$ cat config.mk
export PLATFORM = sky130hd
export DESIGN_NAME = shift_register_file_flat
export DESIGN_NICKNAME = d
export VERILOG_FILES = /design/src/rtl/shift_register_file_pkg.sv /design/src/rtl/shift_register_file_if.sv /design/src/rtl/rf_clear_ctrl.sv /design/src/rtl/shift_register_file.sv /design/src/flat_wrapper.sv
export SDC_FILE = /design/constraint.sdc
export NUM_CORES = 1
export LEC_CHECK = 0
export CAP_MARGIN = 40
export CORE_MARGIN = 1
export CORE_UTILIZATION = 35
export CTS_BUF_LIST = sky130_fd_sc_hd__clkbuf_4
export DETAILED_ROUTE_END_ITERATION = 8
export GPL_ROUTABILITY_DRIVEN = 0
export PLACE_DENSITY = 0.52
export REMOVE_ABC_BUFFERS = 1
export SLEW_MARGIN = 15
export SYNTH_ARGS = -nofsm -noshare
export SYNTH_HDL_FRONTEND = slang
export SYNTH_SLANG_ARGS = --single-unit
$ cat constraint.sdc
create_clock -name clk -period 2.5 [get_ports clk]
set_input_delay 0.25 -clock clk [delete_from_list [all_inputs] [get_ports clk]]
set_output_delay 0.25 -clock clk [all_outputs]
set_load 0.02 [all_outputs]
$ cat src/rtl/shift_register_file_pkg.sv
// Shared types and defaults for the shift register file.
// Holds the clear-controller state encoding.
package shift_register_file_pkg;

    typedef enum logic {
        IDLE  = 1'b0,
        CLEAR = 1'b1
    } state_t;

    localparam int DEF_WIDTH = 3;
    localparam int DEF_DEPTH = 8;

endpackage

$ cat src/rtl/shift_register_file_if.sv
// Port bundle for the shift register file.
// The master drives control and data; the slave returns reads and status.
interface shift_register_file_if
    import shift_register_file_pkg::*;
#(
    parameter int WIDTH = DEF_WIDTH,
    parameter int DEPTH = DEF_DEPTH
);

    localparam int AW = $clog2(DEPTH);

    logic [WIDTH-1:0] write_data;
    logic [AW-1:0]    write_addr;
    logic             wrf;
    logic             down_shift;
    logic             up_shift;
    logic [WIDTH-1:0] shift_in;
    logic             clr;
    logic [AW-1:0]    read_addr_a;
    logic [AW-1:0]    read_addr_b;
    logic [WIDTH-1:0] read_data_a;
    logic [WIDTH-1:0] read_data_b;
    logic             busy;
    logic             done;

    modport master (
        output write_data, write_addr, wrf,
        output down_shift, up_shift, shift_in,
        output clr, read_addr_a, read_addr_b,
        input  read_data_a, read_data_b,
        input  busy, done
    );

    modport slave (
        input  write_data, write_addr, wrf,
        input  down_shift, up_shift, shift_in,
        input  clr, read_addr_a, read_addr_b,
        output read_data_a, read_data_b,
        output busy, done
    );

endinterface

$ cat src/rtl/rf_clear_ctrl.sv
// Sequential bulk-clear controller: walks an index over every
// entry once, raising busy throughout and pulsing done at the end.
module rf_clear_ctrl
    import shift_register_file_pkg::*;
#(
    parameter int AW = 3
) (
    input  logic          clk,
    input  logic          rst_n,
    input  logic          clr,
    output logic          busy,
    output logic          done,
    output logic [AW-1:0] idx
);

    state_t state;

    always_ff @(posedge clk or negedge rst_n) begin
        if (!rst_n) begin
            state <= IDLE;
            idx   <= '0;
            busy  <= 1'b0;
            done  <= 1'b0;
        end else begin
            unique case (state)
                IDLE: begin
                    done <= 1'b0;
                    if (clr) begin
                        state <= CLEAR;
                        idx   <= '0;
                        busy  <= 1'b1;
                    end
                end
                CLEAR: begin
                    idx <= idx + 1'b1;
                    // last entry zeroed this edge
                    if (&idx) begin
                        state <= IDLE;
                        busy  <= 1'b0;
                        done  <= 1'b1;
                    end
                end
            endcase
        end
    end

endmodule

$ cat src/rtl/shift_register_file.sv
// Shiftable register file with two registered read ports
// and a sequential bulk clear.
module shift_register_file
    import shift_register_file_pkg::*;
#(
    parameter int WIDTH = DEF_WIDTH,
    parameter int DEPTH = DEF_DEPTH
) (
    input logic                 clk,
    input logic                 rst_n,
    shift_register_file_if.slave bus
);

    localparam int AW = $clog2(DEPTH);

    logic [WIDTH-1:0] mem [DEPTH];
    logic [WIDTH-1:0] nxt [DEPTH];
    logic             clearing;
    logic [AW-1:0]    clr_idx;
    logic             shift_dn;
    logic             shift_up;

    rf_clear_ctrl #(
        .AW(AW)
    ) u_clear_ctrl (
        .clk   (clk),
        .rst_n (rst_n),
        .clr   (bus.clr),
        .busy  (clearing),
        .done  (bus.done),
        .idx   (clr_idx)
    );

    assign bus.busy = clearing;
    assign shift_dn = bus.down_shift & ~bus.up_shift;
    assign shift_up = bus.up_shift & ~bus.down_shift;

    // Shift first, then the port write overrides its target.
    always_comb begin
        nxt = mem;
        if (clearing) begin
            nxt[clr_idx] = '0;
        end else if (!bus.clr) begin
            unique case (1'b1)
                shift_dn: begin
                    for (int i = 0; i < DEPTH - 1; i++)
                        nxt[i] = mem[i+1];
                    nxt[DEPTH-1] = bus.shift_in;
                end
                shift_up: begin
                    for (int i = 1; i < DEPTH; i++)
                        nxt[i] = mem[i-1];
                    nxt[0] = bus.shift_in;
                end
                default: ;
            endcase
            if (bus.wrf)
                nxt[bus.write_addr] = bus.write_data;
        end
    end

    always_ff @(posedge clk or negedge rst_n) begin
        if (!rst_n) begin
            for (int i = 0; i < DEPTH; i++)
                mem[i] <= '0;
            bus.read_data_a <= '0;
            bus.read_data_b <= '0;
        end else begin
            mem             <= nxt;
            bus.read_data_a <= nxt[bus.read_addr_a];
            bus.read_data_b <= nxt[bus.read_addr_b];
        end
    end

endmodule

$ cat src/flat_wrapper.sv
// flat-port wrapper written by rule: the top's interface ports become plain ports
module shift_register_file_flat import shift_register_file_pkg::*;
#(
    parameter int WIDTH = DEF_WIDTH,
    parameter int DEPTH = DEF_DEPTH
)
  (clk, rst_n, bus_write_data, bus_write_addr, bus_wrf, bus_down_shift, bus_up_shift, bus_shift_in, bus_clr, bus_read_addr_a, bus_read_addr_b, bus_read_data_a, bus_read_data_b, bus_busy, bus_done);
  shift_register_file_if #(.WIDTH(WIDTH), .DEPTH(DEPTH)) bus_i ();
  input logic clk;
  input logic rst_n;
  input wire logic [$bits(bus_i.write_data)-1:0] bus_write_data;
  input wire logic [$bits(bus_i.write_addr)-1:0] bus_write_addr;
  input wire logic [$bits(bus_i.wrf)-1:0] bus_wrf;
  input wire logic [$bits(bus_i.down_shift)-1:0] bus_down_shift;
  input wire logic [$bits(bus_i.up_shift)-1:0] bus_up_shift;
  input wire logic [$bits(bus_i.shift_in)-1:0] bus_shift_in;
  input wire logic [$bits(bus_i.clr)-1:0] bus_clr;
  input wire logic [$bits(bus_i.read_addr_a)-1:0] bus_read_addr_a;
  input wire logic [$bits(bus_i.read_addr_b)-1:0] bus_read_addr_b;
  output wire logic [$bits(bus_i.read_data_a)-1:0] bus_read_data_a;
  output wire logic [$bits(bus_i.read_data_b)-1:0] bus_read_data_b;
  output wire logic [$bits(bus_i.busy)-1:0] bus_busy;
  output wire logic [$bits(bus_i.done)-1:0] bus_done;
  assign bus_i.write_data = bus_write_data;
  assign bus_i.write_addr = bus_write_addr;
  assign bus_i.wrf = bus_wrf;
  assign bus_i.down_shift = bus_down_shift;
  assign bus_i.up_shift = bus_up_shift;
  assign bus_i.shift_in = bus_shift_in;
  assign bus_i.clr = bus_clr;
  assign bus_i.read_addr_a = bus_read_addr_a;
  assign bus_i.read_addr_b = bus_read_addr_b;
  assign bus_read_data_a = bus_i.read_data_a;
  assign bus_read_data_b = bus_i.read_data_b;
  assign bus_busy = bus_i.busy;
  assign bus_done = bus_i.done;
  shift_register_file #(.WIDTH(WIDTH), .DEPTH(DEPTH)) u_core (.clk(clk), .rst_n(rst_n), .bus(bus_i));
endmodule
==> impl_metrics.json <==
{
  "fp.dieW_um": 94.49,
  "synthCells": 340,
  "clock_sinks": 36,
  "clk_pin_slew_ns": 0.13,
  "synth_edf_count": 0,
  "timing.final.crit_share": 0.8894,
  "synthSimpleGateAreaFrac": 0.2018,
  "post-route-min-period_ns": 2.224,
  "boundaryPins": 29,
  "synthMuxAreaShare": 0.04137,
  "final_cell_mix": "dfrtp_1, inv_1, clkdlybuf4s50_1",
  "grt_setup_unrepaired": "false",
  "cp-start-kind": "primary input",
  "setup_ws_ns": 0.2764,
  "synth_flop_cell": "dfrtp_1",
  "numCtsBuffers": 5,
  "hold_class": "primary input to async pin",
  "synth_top_family_by_area": "compound AO/OA/AOI/OAI gates",
  "layout_commonest_cell": "dfrtp_1",
  "rows": 33,
  "area_growth_pct": 15.75,
  "cp_data_required_time_ns": 2.73,
  "relSlewSlack": 0.7009,
  "worstSetupPathType": "primary input to flip-flop",
  "syn_avg_cell_area_um2": 8.806,
  "place_area_mm2": 0.003396,
  "clock_skew_ns": 0.005984,
  "routed_wl_um": 9304,
  "finalMaxSlewViolations": 0,
  "n_fill_cell": 824,
  "final_layout_size_suffix_gt1_frac": 0.1522,
  "fin_nets": 392,
  "die_h_um": 94.49,
  "antenna_found_initial": 0,
  "overflow": 0,
  "yosysWarnings": 0,
  "slowest_stage": "clkdlybuf4s50_1",
  "die_area_mm2": 0.008928,
  "grt_pass1_wl_um": 14860,
  "drc": 0,
  "async_flop_share": 1.000,
  "p_sw_frac": 0.4689,
  "crit_path_max_incr_delay_ns": 0.48,
  "drt-vias-per-instance": 6.011,
  "tightestPinTransition_ns": 0.4449,
  "synthXorXnorAreaFrac": 0,
  "end_kind": "flip-flop",
  "final_area_mm2": 0.003466,
  "firstDrtPassIters": 4,
  "yosysUniqueCellTypes": 65,
  "root_buffer": "clkbuf_4",
  "tns_ns": 0,
  "io_buffers": 28,
  "place_hpwl_um": 6738,
  "irDropWorstVdd_v": 0.0003787,
  "synth_fa_ha_area_frac": 0.01672,
  "max_cap_viol_count": 0,
  "cts_tree": "built",
  "clock_latency_ns": 0.36,
  "ys_seq_area_frac": 0.3009,
  "track_usage": 0.2222,
  "synth_seq_cells": 36,
  "status": "complete, no violations",
  "power.share.sequential": 0.344,
  "net-switching-power_w": 0.001637,
  "vias": 2843,
  "p_int_w": 0.001853,
  "wl_per_cell_um": 19.67,
  "ant_nets": 0,
  "hold_violations": 0,
  "grt_max_degree": 42,
  "total_power_w": 0.003490,
  "drt_iter0_drc": 276,
  "finalNonFillerCells": 473,
  "p_clk_frac": 0.098,
  "setup_viol": 0,
  "synth-compound-area-share": 0.3176,
  "cts_setup_buffers": 0,
  "dpl.cell_count": 464,
  "cp_max_fo": 41,
  "synth_area_mm2": 0.002994,
  "combinationalPowerShare": 0.558,
  "htreeDepth": 2,
  "fp.coreArea_mm2": 0.008258,
  "clk_path_buf_depth": 2,
  "path_cells": "clkdlybuf4s50_1 > inv_1 > ha_1 > buf_12 > a221oi_1 > nor3_1 > o21ai_2 > o22ai_1 > a2111oi_1 > a311oi_1",
  "power.leakage_nw": 1.478,
  "place_ws_ns": -0.07926,
  "diodes": 0,
  "worst-endpoint-arrival_ns": 2.46,
  "grt_pass1_vias": 2629,
  "p_per_area_mw_per_mm2": 1007,
  "start_util": 0.3626,
  "max_freq_mhz": 449.7
}
area by class of cell:
class	instances	area, µm²	share of cell area
clock inverter	3	18.77	0.005415
timing repair buffer	52	520.5	0.1502
tap	105	131.4	0.03791
clock buffer	5	37.54	0.01083
multi-input combinational	239	1733	0.5000
inverter	33	123.9	0.03574
sequential	36	900.9	0.2599
state kept, by name, indices dropped and copies added, names as in the netlist:
signal and flops:
u_core.bus.read_data_b 3, u_core.u_clear_ctrl.done 1, u_core.mem 24, u_core.u_clear_ctrl.busy 1, u_core.u_clear_ctrl.idx 3, u_core.bus.read_data_a 3
u_core.u_clear_ctrl.state 1
logic make-up (layout without fill, tap and decap cells):
family | count (synthesis) | in the layout
AOI/OAI and AO/OA | 126 | 126
and+or+nand+nor | 97 | 97
buffers and inverters | 65 | 93
DFF | 36 | 36
muxes | 12 | 12
adders and majority gates | 4 | 4
power groups by stage:
stage	Clock (W)	Sequential, W	Combinational [W]
5_1_grt	0.000373	0.00123	0.00213
3_5_place_dp	0	0.00120	0.00191
6_report	0.000340	0.00120	0.00195
4_1_cts	0.000352	0.00119	0.00192
2_1_floorplan	0	0.00119	0.00108
3_3_place_gp	0	0.00120	0.00189
repair_timing:
action / 4_1_cts / 5_1_grt
hold buffers: 1 / 0
hold endpoints to repair: 11 / 0
endpoints found under the setup margin: 0 / 1
gates resized for setup: 0 / 2
metrics by stage:
stage | hold slack (ns) | util
after floorplan | -0.04559 | -
after global routing | 0.3189 | 0.4197
after CTS | 0.2934 | 0.4192
after global placement | 0.4146 | 0.4088
final | 0.2977 | 0.4197
after detailed placement | 0.1701 | 0.4112
cell usage after synthesis (3+ instances only):
library cell	number	area [µm²]
nor2_1	17	63.81
a2111oi_0	3	26.28
a211oi_1	4	30.03
nor3_1	14	70.07
a21o_1	3	22.52
nor2b_1	11	68.82
a21oi_1	23	115.1
nand3_1	7	35.03
buf_6	8	90.09
nand2_1	14	52.55
a211o_1	8	70.07
dfrtp_1	36	900.9
o21ai_0	14	70.07
clkdlybuf4s50_2	3	33.78
o211ai_1	4	30.03
buf_4	5	37.54
inv_1	32	120.1
mux2i_1	9	90.09
ha_1	4	50.05
buf_2	9	45.04
o22ai_1	5	31.28
o21bai_1	9	67.56
clkbuf_1	5	18.77
nand2b_1	7	43.79
nand3b_1	5	37.54
a221oi_1	24	210.2
final timing paths:
kind,cells after the start,slack [ns],end,start
setup / recovery,10,0.28,u_core.bus.read_data_a[0],bus_up_shift
hold / removal,2,0.30,u_core.u_clear_ctrl.done,rst_n
setup reg to reg,7,0.35,u_core.bus.read_data_b[1],u_core.u_clear_ctrl.busy
hold reg to reg,2,0.52,u_core.u_clear_ctrl.done,u_core.u_clear_ctrl.done
max in group asynchronous,3,1.75,u_core.mem[14],rst_n
min in group clk,2,0.52,u_core.u_clear_ctrl.done,u_core.u_clear_ctrl.done
critical path, delay by kind of cell:
family                   cells  cell delay, ns
AO/OA/AOI/OAI                5            1.05
adder cells (fa/ha/maj)      1            0.32
buffers and inverters        3            0.72
AND/OR/NAND/NOR              1            0.11
routing by layer:
layer,vias up,track usage,part of all wire,wire (µm)
met5,-,0,0,0
met2,124,0.3219,0.44,4063
met4,0,0.08838,0.021,197
met1,1386,0.3297,0.47,4335
li1,1319,-,-,-
met3,14,0.03060,0.076,707
No activity file was read; power rests on OpenSTA's default activity.
